### src/rtl/branch_resolve_unit_if.sv
// Handshake and payload bundle for branch_resolve_unit.
//   master : issue side (execute-stage mux) plus result consumer (fetch redirect)
//   slave  : branch_resolve_unit
// Request : Flush, In_Valid/In_Ready, Read_Reg_Data_1/2, Branch_Pc, Branch_Imm,
//           Branch_Funct3, Pred_Taken
// Result  : Out_Valid/Out_Ready, Branch_Taken, Branch_Target, Mispredict, Illegal_Funct3
// Optional: BRANCH_STATS_EN adds Stat_Branches, Stat_Taken, Stat_Mispredicts.
interface branch_resolve_unit_if #(
    parameter int unsigned XLEN      = 32,
    parameter int unsigned IMM_WIDTH = 13
);
    logic                 Flush;
    logic                 In_Valid;
    logic                 In_Ready;
    logic [XLEN-1:0]      Read_Reg_Data_1;
    logic [XLEN-1:0]      Read_Reg_Data_2;
    logic [XLEN-1:0]      Branch_Pc;
    logic [IMM_WIDTH-1:0] Branch_Imm;
    logic [2:0]           Branch_Funct3;
    logic                 Pred_Taken;
    logic                 Out_Valid;
    logic                 Out_Ready;
    logic                 Branch_Taken;
    logic [XLEN-1:0]      Branch_Target;
    logic                 Mispredict;
    logic                 Illegal_Funct3;
`ifdef BRANCH_STATS_EN
    logic [31:0]          Stat_Branches;
    logic [31:0]          Stat_Taken;
    logic [31:0]          Stat_Mispredicts;
`endif

    modport master (
`ifdef BRANCH_STATS_EN
        input  Stat_Branches, Stat_Taken, Stat_Mispredicts,
`endif
        output Flush, In_Valid, Read_Reg_Data_1, Read_Reg_Data_2, Branch_Pc,
               Branch_Imm, Branch_Funct3, Pred_Taken, Out_Ready,
        input  In_Ready, Out_Valid, Branch_Taken, Branch_Target, Mispredict,
               Illegal_Funct3
    );

    modport slave (
`ifdef BRANCH_STATS_EN
        output Stat_Branches, Stat_Taken, Stat_Mispredicts,
`endif
        input  Flush, In_Valid, Read_Reg_Data_1, Read_Reg_Data_2, Branch_Pc,
               Branch_Imm, Branch_Funct3, Pred_Taken, Out_Ready,
        output In_Ready, Out_Valid, Branch_Taken, Branch_Target, Mispredict,
               Illegal_Funct3
    );
endinterface

### src/rtl/branch_resolve_unit.sv
// Registered RV32/RV64 conditional-branch resolver with a one-entry result register.
// Ports:
//   Clk     : clock, rising edge
//   Reset_n : asynchronous active-low reset
//   bus     : branch_resolve_unit_if.slave (request, result and optional stats)
// Optional feature: define BRANCH_STATS_EN to add saturating 32-bit counters of
// consumed branches, taken branches and mispredicts.
module branch_resolve_unit #(
    parameter int unsigned XLEN      = 32,
    parameter int unsigned IMM_WIDTH = 13
) (
    input  logic                  Clk,
    input  logic                  Reset_n,
    branch_resolve_unit_if.slave  bus
);

    localparam int unsigned SEXT_W = XLEN - IMM_WIDTH;

    localparam logic [2:0] F3_BEQ  = 3'b000;
    localparam logic [2:0] F3_BNE  = 3'b001;
    localparam logic [2:0] F3_BLT  = 3'b100;
    localparam logic [2:0] F3_BGE  = 3'b101;
    localparam logic [2:0] F3_BLTU = 3'b110;
    localparam logic [2:0] F3_BGEU = 3'b111;

    typedef struct packed {
        logic            taken;
        logic [XLEN-1:0] target;
        logic            mispredict;
        logic            illegal;
    } result_t;

    result_t         res_c;
    result_t         res_d;
    result_t         res_q;
    logic            out_valid_d;
    logic            out_valid_q;
    logic            capture_c;
    logic            consume_c;
    logic            eq_c;
    logic            lt_s_c;
    logic            lt_u_c;
    logic [XLEN-1:0] imm_sext_c;

    // Ready whenever the result register is empty or being drained this cycle.
    assign bus.In_Ready = !out_valid_q || bus.Out_Ready;

    // Resolve the incoming branch combinationally; only the result is registered.
    always_comb begin
        res_c      = '0;
        eq_c       = (bus.Read_Reg_Data_1 == bus.Read_Reg_Data_2);
        lt_s_c     = ($signed(bus.Read_Reg_Data_1) < $signed(bus.Read_Reg_Data_2));
        lt_u_c     = (bus.Read_Reg_Data_1 < bus.Read_Reg_Data_2);
        imm_sext_c = {{SEXT_W{bus.Branch_Imm[IMM_WIDTH-1]}}, bus.Branch_Imm};

        unique case (bus.Branch_Funct3)
            F3_BEQ:  res_c.taken = eq_c;
            F3_BNE:  res_c.taken = !eq_c;
            F3_BLT:  res_c.taken = lt_s_c;
            F3_BGE:  res_c.taken = !lt_s_c;
            F3_BLTU: res_c.taken = lt_u_c;
            F3_BGEU: res_c.taken = !lt_u_c;
            default: res_c.illegal = 1'b1;
        endcase

        res_c.target     = res_c.taken ? (bus.Branch_Pc + imm_sext_c)
                                       : (bus.Branch_Pc + XLEN'(4));
        res_c.mispredict = (res_c.taken != bus.Pred_Taken);
    end

    // Handshake and result-register next state; flush beats capture and consume.
    always_comb begin
        capture_c   = bus.In_Valid && bus.In_Ready && !bus.Flush;
        consume_c   = out_valid_q && bus.Out_Ready && !bus.Flush;
        out_valid_d = out_valid_q;
        res_d       = res_q;

        if (bus.Flush) begin
            out_valid_d = 1'b0;
        end else if (capture_c) begin
            out_valid_d = 1'b1;
        end else if (consume_c) begin
            out_valid_d = 1'b0;
        end

        if (capture_c) begin
            res_d = res_c;
        end
    end

    // Result register.
    always_ff @(posedge Clk or negedge Reset_n) begin
        if (!Reset_n) begin
            out_valid_q <= 1'b0;
            res_q       <= '0;
        end else begin
            out_valid_q <= out_valid_d;
            res_q       <= res_d;
        end
    end

    assign bus.Out_Valid      = out_valid_q;
    assign bus.Branch_Taken   = res_q.taken;
    assign bus.Branch_Target  = res_q.target;
    assign bus.Mispredict     = res_q.mispredict;
    assign bus.Illegal_Funct3 = res_q.illegal;

`ifdef BRANCH_STATS_EN
    localparam int unsigned CNT_W = 32;

    logic [CNT_W-1:0] stat_branches_d;
    logic [CNT_W-1:0] stat_branches_q;
    logic [CNT_W-1:0] stat_taken_d;
    logic [CNT_W-1:0] stat_taken_q;
    logic [CNT_W-1:0] stat_mispredicts_d;
    logic [CNT_W-1:0] stat_mispredicts_q;

    // Saturating counters, advanced only when a result leaves the unit.
    always_comb begin
        stat_branches_d    = stat_branches_q;
        stat_taken_d       = stat_taken_q;
        stat_mispredicts_d = stat_mispredicts_q;
        if (consume_c) begin
            if (stat_branches_q != '1) begin
                stat_branches_d = stat_branches_q + CNT_W'(1);
            end
            if (res_q.taken && (stat_taken_q != '1)) begin
                stat_taken_d = stat_taken_q + CNT_W'(1);
            end
            if (res_q.mispredict && (stat_mispredicts_q != '1)) begin
                stat_mispredicts_d = stat_mispredicts_q + CNT_W'(1);
            end
        end
    end

    always_ff @(posedge Clk or negedge Reset_n) begin
        if (!Reset_n) begin
            stat_branches_q    <= '0;
            stat_taken_q       <= '0;
            stat_mispredicts_q <= '0;
        end else begin
            stat_branches_q    <= stat_branches_d;
            stat_taken_q       <= stat_taken_d;
            stat_mispredicts_q <= stat_mispredicts_d;
        end
    end

    assign bus.Stat_Branches    = stat_branches_q;
    assign bus.Stat_Taken       = stat_taken_q;
    assign bus.Stat_Mispredicts = stat_mispredicts_q;
`endif

endmodule

### src/flat_wrapper.sv
// flat-port wrapper written by rule: the top's interface ports become plain ports
module branch_resolve_unit_flat 
#(
    parameter int unsigned XLEN      = 32,
    parameter int unsigned IMM_WIDTH = 13
)
  (Clk, Reset_n, bus_Flush, bus_In_Valid, bus_Read_Reg_Data_1, bus_Read_Reg_Data_2, bus_Branch_Pc, bus_Branch_Imm, bus_Branch_Funct3, bus_Pred_Taken, bus_Out_Ready, bus_In_Ready, bus_Out_Valid, bus_Branch_Taken, bus_Branch_Target, bus_Mispredict, bus_Illegal_Funct3);
  branch_resolve_unit_if #(.XLEN(XLEN), .IMM_WIDTH(IMM_WIDTH)) bus_i ();
  input  logic Clk;
  input  logic Reset_n;
  input wire logic [$bits(bus_i.Flush)-1:0] bus_Flush;
  input wire logic [$bits(bus_i.In_Valid)-1:0] bus_In_Valid;
  input wire logic [$bits(bus_i.Read_Reg_Data_1)-1:0] bus_Read_Reg_Data_1;
  input wire logic [$bits(bus_i.Read_Reg_Data_2)-1:0] bus_Read_Reg_Data_2;
  input wire logic [$bits(bus_i.Branch_Pc)-1:0] bus_Branch_Pc;
  input wire logic [$bits(bus_i.Branch_Imm)-1:0] bus_Branch_Imm;
  input wire logic [$bits(bus_i.Branch_Funct3)-1:0] bus_Branch_Funct3;
  input wire logic [$bits(bus_i.Pred_Taken)-1:0] bus_Pred_Taken;
  input wire logic [$bits(bus_i.Out_Ready)-1:0] bus_Out_Ready;
  output wire logic [$bits(bus_i.In_Ready)-1:0] bus_In_Ready;
  output wire logic [$bits(bus_i.Out_Valid)-1:0] bus_Out_Valid;
  output wire logic [$bits(bus_i.Branch_Taken)-1:0] bus_Branch_Taken;
  output wire logic [$bits(bus_i.Branch_Target)-1:0] bus_Branch_Target;
  output wire logic [$bits(bus_i.Mispredict)-1:0] bus_Mispredict;
  output wire logic [$bits(bus_i.Illegal_Funct3)-1:0] bus_Illegal_Funct3;
  assign bus_i.Flush = bus_Flush;
  assign bus_i.In_Valid = bus_In_Valid;
  assign bus_i.Read_Reg_Data_1 = bus_Read_Reg_Data_1;
  assign bus_i.Read_Reg_Data_2 = bus_Read_Reg_Data_2;
  assign bus_i.Branch_Pc = bus_Branch_Pc;
  assign bus_i.Branch_Imm = bus_Branch_Imm;
  assign bus_i.Branch_Funct3 = bus_Branch_Funct3;
  assign bus_i.Pred_Taken = bus_Pred_Taken;
  assign bus_i.Out_Ready = bus_Out_Ready;
  assign bus_In_Ready = bus_i.In_Ready;
  assign bus_Out_Valid = bus_i.Out_Valid;
  assign bus_Branch_Taken = bus_i.Branch_Taken;
  assign bus_Branch_Target = bus_i.Branch_Target;
  assign bus_Mispredict = bus_i.Mispredict;
  assign bus_Illegal_Funct3 = bus_i.Illegal_Funct3;
  branch_resolve_unit #(.XLEN(XLEN), .IMM_WIDTH(IMM_WIDTH)) u_core (.Clk(Clk), .Reset_n(Reset_n), .bus(bus_i));
endmodule
### config.mk
export PLATFORM = sky130hd
export DESIGN_NAME = branch_resolve_unit_flat
export DESIGN_NICKNAME = d
export VERILOG_FILES = /design/src/rtl/branch_resolve_unit_if.sv /design/src/rtl/branch_resolve_unit.sv /design/src/flat_wrapper.sv
export SDC_FILE = /design/constraint.sdc
export NUM_CORES = 1
export LEC_CHECK = 0
export CAP_MARGIN = 20
export CORE_MARGIN = 2
export CORE_UTILIZATION = 44
export DETAILED_ROUTE_END_ITERATION = 16
export GPL_TIMING_DRIVEN = 0
export HOLD_SLACK_MARGIN = 0.1
export PLACE_DENSITY_LB_ADDON = 0.25
export SETUP_SLACK_MARGIN = 0.1
export SLEW_MARGIN = 20
export SYNTH_ARGS = -nofsm -noshare
export SYNTH_HDL_FRONTEND = slang
export SYNTH_SLANG_ARGS = --single-unit
### constraint.sdc
create_clock -name Clk -period 3 [get_ports Clk]
set_input_delay 0.6 -clock Clk [delete_from_list [all_inputs] [get_ports Clk]]
set_output_delay 0.6 -clock Clk [all_outputs]
set_load 0.01 [all_outputs]
# After elaboration in Yosys (flattened, before gate mapping)
# Cells that the tools add are included.
[classes] n_eq_ne=7 order_cmp=2 addsub=2 n_reduce_logical=13 n_mux=6
[op_table] op="32-bit < comparator" count=2
[op_table] op="32-bit by 3-bit adder with 32-bit output, second input constant" count=1
[op_table] op="32-bit adder" count=1
[op_table] op="32-bit == test" count=1
[op_table] op="32-bit 2-to-1 mux" count=1
[op_table] op="3-bit == test, second input constant" count=4
[op_table] op="1-bit case mux with 6 select lines" count=1
[op_table] op="6-bit OR reduction" count=1
[op_table] op="1-bit zero test" count=5
[op_table] op="1-bit logical AND" count=4
[op_table] op="1-bit 2-to-1 mux" count=4
[op_table] op="3-bit by 1-bit == test with 1-bit output, second input constant" count=1
[op_table] op="3-bit zero test" count=1
[op_table] op="3-bit nonzero test" count=1
[op_table] op="1-bit logical OR" count=1
[op_table] op="1-bit inequality test" count=1
[totals] input_bits=118 ff_bits=36 word_cells=35 out_inout_bits=37

# Logic depth before layout (Yosys ltp)
# Gate-level depths: netlist of run 1.
[depth] ltp_word=6 depth_mapped=12 depth_no_buf=11

# Worst setup path after synthesis of run 1
# No wires, ideal clock.
[synth_timing] path_type="input-to-reg" start="in bus_Branch_Imm[0]" end="reg u_core.res_q (netlist bit u_core.bus.Branch_Target[28])" setup_ps=71 path_buffers=0 required_time_ps=2929 cell_stages=11 setup_slack_ps=88 t_arrival_ps=2841 path_cell_list="ha_1 > inv_1 > fa_1 > nand2b_1 > a211oi_1 > o21ai_0 > a21oi_1 > o21ai_0 > a41o_1 > or4_1 > nand3_1"
[synth_via] elab_chain_cells=2
[synth_lines] item="start: declaration" line_no="flat_wrapper.sv:16" rtl="input wire logic [$bits(bus_i.Branch_Imm)-1:0] bus_Branch_Imm;"
[synth_lines] item="32-bit adder" line_no="branch_resolve_unit.sv:66" rtl="res_c.target = res_c.taken ? (bus.Branch_Pc + imm_sext_c)"
[synth_lines] item="32-bit 2-to-1 mux" line_no="branch_resolve_unit.sv:66"
[synth_lines] item="end signal: assignment" line_no="branch_resolve_unit.sv:98" rtl="res_q <= res_d;"
[synth_lines] item="end: declaration" line_no="branch_resolve_unit.sv:35" rtl="result_t res_q;"
# Every way passes these cells.
# A chain may end at the register's enable or synchronous reset.

# Worst setup path after layout of run 1
[layout_timing] start="in bus_Read_Reg_Data_2[15]" end="reg u_core.res_q (netlist bit u_core.bus.Branch_Target[13])"
[layout_via] elab_chain_cells=4 elab_cells_between_ends=8 classes_between="order compare (2); eq/ne (1); mux (2); reduce/logical (3)"
[layout_lines] item="start: declaration" line_no="flat_wrapper.sv:14" rtl="input wire logic [$bits(bus_i.Read_Reg_Data_2)-1:0] bus_Read_Reg_Data_2;"
[layout_lines] item="32-bit < comparator (tied with other cells)" line_no="branch_resolve_unit.sv:53" rtl="lt_u_c = (bus.Read_Reg_Data_1 < bus.Read_Reg_Data_2);"
[layout_lines] item="1-bit zero test, on equally long branches" line_no="branch_resolve_unit.sv:62, branch_resolve_unit.sv:58, branch_resolve_unit.sv:60"
[layout_lines] item="1-bit case mux with 6 select lines (*)" line_no="branch_resolve_unit.sv:56" rtl="unique case (bus.Branch_Funct3)"
[layout_lines] item="32-bit 2-to-1 mux (*)" line_no="branch_resolve_unit.sv:66"
# Mark *: on every way between the ends. The rest lies on a longest branch, timed or not.

==> impl_metrics.toml, run 1 <==
[route]
drtAntennaViolNets = 0
routed_wl_um = 18250
wire_per_inst_um = 19.25
drtIter0Drc = 341
firstDrtPassIters = 5
viasPerCell = 6.018
drc = 0
vias = 5705

[placed_design]
dp.cells = 896
place_area_mm2 = 0.006439
gp_congestion = 0.9043
hpwlAfterDp_um = 12080
port-buffer-count = 154

[layout]
multi_input_area_mm2 = 0.004509
regArea_um2 = 900.9
area_growth_pct = 65.04
diodes = 0
fill_cells = 715
final_nets = 994
postLayoutCellArea_mm2 = 0.007756
utilization_pct = 74.79
final_cells = 948
layout-drive-gt1-share_pct = 31.40

[die]
coreArea_mm2 = 0.01037
die_width_um = 107.3
initial_core_util_pct = 45.32
die_y_um = 107.3
io_pins = 155
fp.dieArea_mm2 = 0.01152
rows = 37

[clock_tree]
cts_buffers = 5
cts_tree = "yes"
clkLatencyLatePin_ns = 0.30
cts-root-buf = "clkbuf_8"
clkTransAtPathRegs_ns = 0.09
clock_path_buffers = 2
cts-htree-levels = 2
postCtsHoldBufs = 0
cts.sinks = 36

[setup_path]
arrival_ns = 3.12
crit_chain = "dlygate4sd2_1, inv_2, ha_4, nand4_1, nor3b_4, nand4b_1, xnor2_2, a32oi_2, and3_4, buf_8, buf_12, mux2i_4, o21ai_1"
path_class = "primary input to flip-flop"
r2r_start = "u_core.bus.Out_Valid"
cp_slowest_stage_delay_ns = 0.27
crit_fanout = 5
crit_buf_inv = 4
r2r_slack_ns = 0.72
worst_setup_path_start_kind = "primary input"
critPathLaunch = "bus_Read_Reg_Data_2[15]"
cpMaxStageDelayCell = "ha_4"
required_ns = 3.17
r2r-end = "u_core.bus.Branch_Target[20]"
end_kind = "flip-flop"
critPathTopFamily = "simple AND/OR/NAND/NOR gates"
rr_worst_depth = 7

[min_path]
hp-class = "primary input to async pin"

[sta]
timing.fmax_ghz = 0.3387
hold_viol_final = 0
slew_violations = 0
holdWs_ns = 0.2313
setup_violations = 0
slew_headroom_pct = 48.05
rsz0062_at_grt = "true"
period_share_pct = 98.43
tightest_slew_ns = 0.7758
fin_crit_ns = 2.953
finClkSkew_ns = 0.006614

[global_routing]
grt_max_degree = 23
grt_antenna_before_repair = 0
grtUsageTotal_pct = 29.23
grt_pass1_wl_um = 27100
gr-total-overflow = 0
grt_pass1_vias = 5574

[logic_synthesis]
synth_common_cells = "67 x nand2_1, 64 x ha_1, 47 x inv_1"
synth_edf_count = 0
post-synth-top-area-fraction_pct = 19.17
ys_top_cells_by_area = "dfrtp_1 19%, ha_1 17%, xnor2_1 6.2%"
ys_warn_count = 0
synth_nets = 788
synth_cells = 605
async_flop_share_pct = 100.0
synth_largest_area_cell = "dfrtp_1"
mappedNetlistArea_mm2 = 0.004700
postSynthAreaPerCell_um2 = 7.768
yosysUniqueCellTypes = 61
seq_area_frac_synth_pct = 19.17
synth-main-ff-cell = "dfrtp_1"
ys_ff_latch = 36
synth.most_common_cell = "nand2_1"

[pwr]
p_comb_share_pct = 57.9
power.clock.fraction_pct = 17.6
swShare_pct = 38.81
power.density_mw_per_mm2 = 344.4
p_leak_nw = 3.416
internal-power_mw = 1.635
ir_worst_vdd_v = 0.0002730
p_seq_share_pct = 24.4
power_switching_mw = 1.037

[flow_run]
cap_violations = 0

[status]
status = "complete, no violations"
[metrics by stage]
stage / power, mW / TNS (ns) / worst slack (ns)
global placement: 1.823 / -25.35 / -1.401
global route: 2.805 / -0.02792 / -0.02068
CTS: 2.517 / 0 / 0.1041
detailed placement: 1.855 / -26.28 / -1.417
floorplan: 1.281 / 0 / 0.1057
finish: 2.672 / 0 / 0.04712
[power groups by stage]
stage	clock network, mW	logic [mW]	registers (mW)
finish	0.471	1.55	0.653
global route	0.489	1.65	0.665
CTS	0.463	1.40	0.651
detailed placement	0	1.20	0.658
global placement	0	1.17	0.656
floorplan	0	0.582	0.699
[flip-flops by register name (all words and copies together) (netlist names)]
name and count:
u_core.bus.Illegal_Funct3 1, u_core.bus.Out_Valid 1, u_core.bus.Branch_Target 32, u_core.bus.Branch_Taken 1
u_core.bus.Mispredict 1
[cells in the final DEF, fill, tap and decap left out, types with 8 or more instances in the layout]
cell | synthesis | layout
nand2_1 | 67 | 62
clkdlybuf4s50_1 | 0 | 58
buf_4 | 1 | 42
ha_4 | 0 | 39
nor2_1 | 41 | 38
dfrtp_1 | 36 | 36
clkbuf_2 | 0 | 34
xnor2_1 | 33 | 32
dlygate4sd2_1 | 0 | 29
inv_2 | 1 | 28
a21oi_1 | 43 | 26
o21ai_0 | 38 | 26
nand3_1 | 26 | 25
inv_1 | 47 | 20
ha_1 | 64 | 19
xor2_1 | 16 | 16
a21oi_2 | 1 | 16
nand4_1 | 15 | 15
clkdlybuf4s15_1 | 0 | 15
mux2i_1 | 17 | 14
dlymetal6s2s_1 | 0 | 14
a21o_1 | 12 | 12
and3_1 | 11 | 10
o21ai_1 | 6 | 10
o21ai_2 | 0 | 8
[cell type report]
type | count | share of cell area [%]
buffer | 14 | 1.307
clock buffer | 5 | 0.8872
multi-input combinational | 507 | 58.14
inverter | 48 | 2.323
sequential | 36 | 11.61
tap | 136 | 2.194
clock inverter | 3 | 0.5485
timing repair buffer | 199 | 22.99
[worst max path at each step]
stage                                   endpoint  depth (start not counted)
finish              u_core.bus.Branch_Target[13]                         13
global route        u_core.bus.Branch_Target[12]                         12
CTS                 u_core.bus.Branch_Target[29]                         10
detailed placement  u_core.bus.Branch_Target[29]                         11
global placement    u_core.bus.Branch_Target[29]                         11
floorplan           u_core.bus.Branch_Target[28]                         11
[layer usage]
layer / GRT usage [%] / vias up / share of wire, %
met4: 10.35 / 0 / 4.5
met5: 0 / - / 0
li1: - / 2622 / -
met3: 3.995 / 73 / 6.6
met2: 51.85 / 289 / 49
met1: 36.08 / 2721 / 40
[cell families after synthesis]
kind of cell | share of synthesized area [%]
AOI/OAI and AO/OA | 21.54
xor gates and xnor gates | 9.132
adders and majority gates | 17.47
buffers and inverters | 5.298
DFF | 19.17
muxes | 4.340
and+or+nand+nor | 23.06
[what timing repair did]
| action | 4_1_cts | 5_1_grt |
|---|---|---|
| gates resized for setup | 232 | 150 |
| pin swaps | 81 | 80 |
| setup endpoints to repair | 34 | 28 |
| buffers inserted | 25 | 17 |
| cloned | 2 | 0 |
No activity file was read; power rests on OpenSTA's default activity.
==> run 2: changes to the inputs <==
==> constraint.sdc (replaced) <==
create_clock -name Clk -period 3 [get_ports Clk]
set_input_delay 0.3 -clock Clk [delete_from_list [all_inputs] [get_ports Clk]]
set_output_delay 0.3 -clock Clk [all_outputs]
set_load 0.01 [all_outputs]
==> run 2 against run 1 <==
Effect of this change: cell area shrank 3.9%; combinational power shrank 6%; routed wire length shrank 7.3%; critical path depth shrank 1; non-clock buffer count shrank 23; clock skew grew 0.0035 ns; die area is the same; clock power shrank 22%; via count shrank 4.6%; final cell count shrank 2.3%; register-to-register slack gained 0.05 ns; critical path type unchanged.
==> impl_metrics.toml, run 2 (same netlist as run 1, synthesis figures left out) <==
[status]
status = "complete, no violations"

[min_path]
min_path_cells = 3
hp-class = "primary input to flip-flop"
min_to = "u_core.bus.Branch_Target[0]"
min_from = "bus_Branch_Pc[0]"

[setup_path]
path_class = "primary input to flip-flop"
arrival_ns = 3.14
crit_chain = "clkdlybuf4s50_1, inv_1, ha_4, nand4_1, or4_4, a21oi_2, buf_4, o21ai_1, and3_4, buf_12, or3b_4, a31oi_4"
rr_worst_depth = 8
r2r_start = "u_core.bus.Out_Valid"
crit_buf_inv = 4
required_ns = 3.22
r2r_slack_ns = 0.77
worst_setup_path_start_kind = "primary input"
end_kind = "flip-flop"
crit_fanout = 5
cp_slowest_stage_delay_ns = 0.61
cpMaxStageDelayCell = "or4_4"
r2r-end = "u_core.bus.Branch_Target[30]"
critPathTopFamily = "simple AND/OR/NAND/NOR gates"

[pwr]
ir_worst_vdd_v = 0.0002787
power.density_mw_per_mm2 = 333.7
p_leak_nw = 3.181

[clock_tree]
clkTransAtPathRegs_ns = 0.09
clkLatencyLatePin_ns = 0.29
cts-htree-levels = 2
cts_buffers = 5
cts.sinks = 36
cts_tree = "yes"
cts-root-buf = "clkbuf_8"
clock_path_buffers = 2

[route]
wire_per_inst_um = 18.27
vias = 5445
routed_wl_um = 16910
drtAntennaViolNets = 0
drtIter0Drc = 289
viasPerCell = 5.880
drc = 0
firstDrtPassIters = 7

[global_routing]
grt_antenna_before_repair = 1
grtUsageTotal_pct = 27.04
grt_pass1_vias = 5433
gr-total-overflow = 0
grt_max_degree = 27
grt_pass1_wl_um = 25230

[layout]
layout-drive-gt1-share_pct = 17.49
largest_reg_flops = 32
final_common_cell = "clkdlybuf4s50_1"
area_growth_pct = 58.68
layout_common_cells = "137 x clkdlybuf4s50_1, 65 x nand2_1, 40 x nor2_1"
final_nets = 971

[sta]
hold_viol_final = 0
setup_slack_ns = 0.08032
slew_headroom_pct = 45.23
rsz0062_at_grt = "true"
fin_crit_ns = 2.920
finClkSkew_ns = 0.01013
setup_violations = 0
tns_ns = 0
timing.fmax_ghz = 0.3425
slew_violations = 0
holdWs_ns = 0.3792
tightest_slew_ns = 0.8180
period_share_pct = 97.32

[die]
fp.dieArea_mm2 = 0.01152
io_pins = 155
initial_core_util_pct = 45.32
coreArea_mm2 = 0.01037
rows = 37
die_y_um = 107.3
die_width_um = 107.3

[flow_run]
cap_violations = 0

[placed_design]
gp_congestion = 0.9255
hpwlAfterDp_um = 12450
port-buffer-count = 154
pre_cts_slack_ns = -1.200
[run 2: cell types whose count changed in the layout (fill, tap and decap cells not counted), moves of 15 or more]
cell             delta
ha_4               -18
ha_1               +19
inv_1              +19
clkdlybuf4s50_1    +79
dlygate4sd2_1      -27
clkbuf_2           -33
clkdlybuf4s15_1    -15
buf_4              -24
inv_2              -19
[run 2: what timing repair did]
item | CTS | global route
gates cloned | 0 | 2
hold buffers | 1 | 0
endpoints found under the setup margin | 30 | 32
pin swaps | 14 | 43
gates resized for setup | 50 | 99
endpoints found under the hold margin | 10 | 0
buffers inserted | 9 | 9
[run 2: per-layer routing]
metal | part of all wire [%] | vias to the layer above | GRT usage [%]
li1 | - | 2575 | -
met1 | 40 | 2600 | 32.91
met2 | 51 | 235 | 49.19
met3 | 7.2 | 35 | 4.479
met4 | 2.3 | 0 | 7.143
met5 | 0 | - | 0
[run 2: area by class of cell]
type	instances	area, um2
inverter	48	180.2
buffer	14	102.6
multi-input combinational	507	4219
sequential	36	900.9
antenna	1	2.502
fill	805	2913
timing repair buffer	176	1789
clock buffer	5	68.82
clock inverter	3	23.77
tap	136	170.2
[run 2: power breakdown]
group / switching, mW / total, mW / leakage [nW] / internal [mW]
clock network: 0.202 / 0.367 / 0.0404 / 0.165
logic: 0.698 / 1.46 / 2.70 / 0.766
registers: 0.0686 / 0.657 / 0.441 / 0.588
total: 0.969 / 2.49 / 3.18 / 1.52
[run 2: worst register-to-register path, stage by stage (launching register included)]
cell and delay, ns:
dfrtp_1 0.35, nor2b_1 0.28, inv_1 0.10, nand3b_1 0.14, clkbuf_1 0.43, clkbuf_1 0.50, nor2_1 0.09, o2111ai_1 0.12
nand3_1 0.09
[run 2: worst max-delay path by stage]
stage / endpoint / slack, ns / from / cells after the start
after CTS: u_core.bus.Branch_Target[15] / 0.09 / bus_Read_Reg_Data_2[5] / 12
after global placement: u_core.bus.Branch_Target[29] / -1.15 / bus_Branch_Imm[12] / 11
after floorplan: u_core.bus.Branch_Target[28] / 0.39 / bus_Branch_Imm[0] / 11
final: u_core.bus.Branch_Target[26] / 0.08 / bus_Read_Reg_Data_2[21] / 12
after detailed placement: u_core.bus.Branch_Target[29] / -1.20 / bus_Branch_Imm[12] / 11
after global routing: u_core.bus.Branch_Target[26] / -0.004 / bus_Read_Reg_Data_2[21] / 12
[run 2: metrics by stage]
step | util (%) | area [um2] | instances | power [mW]
floorplan | - | 4700 | 605 | 1.281
global placement | 61.82 | 6411 | 895 | 1.826
global route | 71.91 | 7457 | 926 | 2.637
CTS | 65.84 | 6828 | 914 | 2.311
detailed placement | 62.02 | 6431 | 896 | 1.862
finish | 71.91 | 7457 | 926 | 2.488
==> run 3: changes to the inputs <==
--- a/config.mk
+++ b/config.mk
@@ -6,12 +6,11 @@
 export NUM_CORES = 1
 export LEC_CHECK = 0
 export CAP_MARGIN = 20
-export CORE_MARGIN = 2
 export CORE_UTILIZATION = 44
 export DETAILED_ROUTE_END_ITERATION = 16
 export GPL_TIMING_DRIVEN = 0
 export HOLD_SLACK_MARGIN = 0.1
-export PLACE_DENSITY_LB_ADDON = 0.25
+export PLACE_DENSITY = 0.85
 export SETUP_SLACK_MARGIN = 0.1
 export SLEW_MARGIN = 20
 export SYNTH_ARGS = -nofsm -noshare
==> run 3 against run 2 <==
Effect of this change: the flow now finishes with violations (setup timing); critical path depth is 1 higher; clock-buffer cell count stayed put; highest routed layer unchanged; critical path type unchanged; setup slack worse by 0.15 ns; utilization is 1.1 points higher; total power is 3.4% higher; first-iteration DRC count is 83% higher; critical endpoint unchanged; register-to-register slack worse by 0.14 ns; fmax is 4.9% lower; largest power group unchanged.
==> impl_metrics.toml, run 3 (same netlist as run 1, synthesis figures left out) <==
[sta]
fin_crit_ns = 3.069
setup_violations = 7
period_share_pct = 102.3
slew_headroom_pct = 48.93
tightest_slew_ns = 0.7627
hold_viol_final = 0
timing.fmax_ghz = 0.3259
tns_ns = -0.2418
slew_violations = 0
finClkSkew_ns = 0.007345
rsz0062_at_grt = "true"
holdWs_ns = 0.3875
setup_slack_ns = -0.06875

[min_path]
hp-class = "primary input to flip-flop"

[route]
routed_wl_um = 18820
drc = 0
vias = 5673
firstDrtPassIters = 6
wire_per_inst_um = 20.37
drtAntennaViolNets = 0
drtIter0Drc = 528
viasPerCell = 6.140

[setup_path]
r2r_slack_ns = 0.63
worst_setup_path_start_kind = "primary input"
cp_slowest_stage_delay_ns = 0.46
end_kind = "flip-flop"
arrival_ns = 3.29
cpMaxStageDelayCell = "clkdlybuf4s50_1"
crit_chain = "clkdlybuf4s50_1, inv_1, ha_1, nand4_1, nor3b_4, nand4b_1, xnor2_1, a32oi_2, and3_4, buf_8, buf_12, or3b_4, a31oi_1"
required_ns = 3.22
path_class = "primary input to flip-flop"
crit_fanout = 7

[placed_design]
gp_congestion = 0.9332
place_area_mm2 = 0.006431
hpwlAfterDp_um = 12600
port-buffer-count = 154
pre_cts_slack_ns = -1.150

[clock_tree]
clock_path_buffers = 2
clkLatencyLatePin_ns = 0.30
cts_tree = "yes"
cts-htree-levels = 2
clkTransAtPathRegs_ns = 0.08
cts_buffers = 5
cts.sinks = 36
cts-root-buf = "clkbuf_8"

[layout]
regArea_um2 = 900.9
area_growth_pct = 60.41
multi_input_area_mm2 = 0.004219
final_nets = 970
layout_common_cells = "94 x clkdlybuf4s50_1, 65 x nand2_1, 55 x dlymetal6s2s_1"
layout-drive-gt1-share_pct = 19.67
fill_cells = 672
final_common_cell = "clkdlybuf4s50_1"
diodes = 0
utilization_pct = 73.02
postLayoutCellArea_mm2 = 0.007538
largest_reg_flops = 32

[die]
initial_core_util_pct = 45.52
die_width_um = 105.3
rows = 37
die_y_um = 105.3
coreArea_mm2 = 0.01032
io_pins = 155
fp.dieArea_mm2 = 0.01110

[pwr]
power.clock.fraction_pct = 17.7
power_switching_mw = 0.9952
power.density_mw_per_mm2 = 341.4
swShare_pct = 38.67
ir_worst_vdd_v = 0.0002487
internal-power_mw = 1.578
p_comb_share_pct = 56.9
p_seq_share_pct = 25.4
p_leak_nw = 3.547

[global_routing]
gr-total-overflow = 0
grt_antenna_before_repair = 0
grt_pass1_vias = 5285
grt_pass1_wl_um = 25740
grtUsageTotal_pct = 28.85
grt_max_degree = 25

[flow_run]
cap_violations = 0

[status]
status = "finished, violations left"
violations = "setup timing"
## run 3: cell count changes in the layout (fill, tap and decap cells not counted), sizes merged
cell / before / now
dlygate4sd2: 2 / 3
buf: 26 / 28
bufinv: 0 / 1
clkdlybuf4s50: 137 / 94
diode: 1 / 0
clkinvlp: 2 / 1
dlymetal6s2s: 13 / 55
clkbuf: 16 / 13
## run 3: critical path: cells and delay by family
family	cells	cell delay (ns)
AO/OA/AOI/OAI	2	0.35
buffers and inverters	4	0.76
adder cells (fa/ha/maj)	1	0.30
AND/OR/NAND/NOR	5	1.26
XOR/XNOR	1	0.32
## run 3: path summary, 6_finish.rpt
| check | start | cells past startpoint | end |
|---|---|---|---|
| hold / removal | bus_Branch_Pc[0] | 3 | u_core.bus.Branch_Target[0] |
| min in group asynchronous | Reset_n | 2 | u_core.bus.Branch_Target[17] |
| setup / recovery | bus_Read_Reg_Data_2[13] | 13 | u_core.bus.Branch_Target[26] |
| setup reg to reg | u_core.bus.Out_Valid | 7 | u_core.bus.Branch_Target[20] |
| hold reg to reg | u_core.bus.Branch_Target[15] | 2 | u_core.bus.Branch_Target[15] |
| max in group asynchronous | Reset_n | 3 | u_core.bus.Branch_Target[3] |
## run 3: power by group through the flow
stage / registers, mW / logic, mW / clock network (mW)
after global routing: 0.666 / 1.55 / 0.482
after floorplan: 0.699 / 0.582 / 0
after global placement: 0.658 / 1.16 / 0
final: 0.654 / 1.46 / 0.456
after CTS: 0.653 / 1.26 / 0.450
after detailed placement: 0.659 / 1.20 / 0
## run 3: layout make-up
| type | count | area share, % |
|---|---|---|
| timing repair buffer | 175 | 24.70 |
| buffer | 14 | 1.261 |
| inverter | 48 | 2.390 |
| clock buffer | 5 | 0.9129 |
| multi-input combinational | 507 | 55.97 |
| clock inverter | 3 | 0.5643 |
| sequential | 36 | 11.95 |
| tap | 136 | 2.257 |
## run 3: layer usage
metal | wire length [um] | global-route usage (%)
met4 | 976 | 11.47
met3 | 1565 | 4.082
met5 | 0 | 0
met1 | 7168 | 35.48
met2 | 9108 | 50.52
## run 3: timing repair
item	in CTS	in global routing
hold endpoints to repair	12	0
hold buffers	1	0
setup buffers	6	13
pin swaps	23	56
endpoints found under the setup margin	30	30
resized for setup	42	165
## run 3: per-stage QoR
step | std cells | total power [mW]
after floorplan | 605 | 1.281
after global placement | 895 | 1.816
after detailed placement | 896 | 1.855
after CTS | 911 | 2.362
after global routing | 924 | 2.702
final | 924 | 2.573
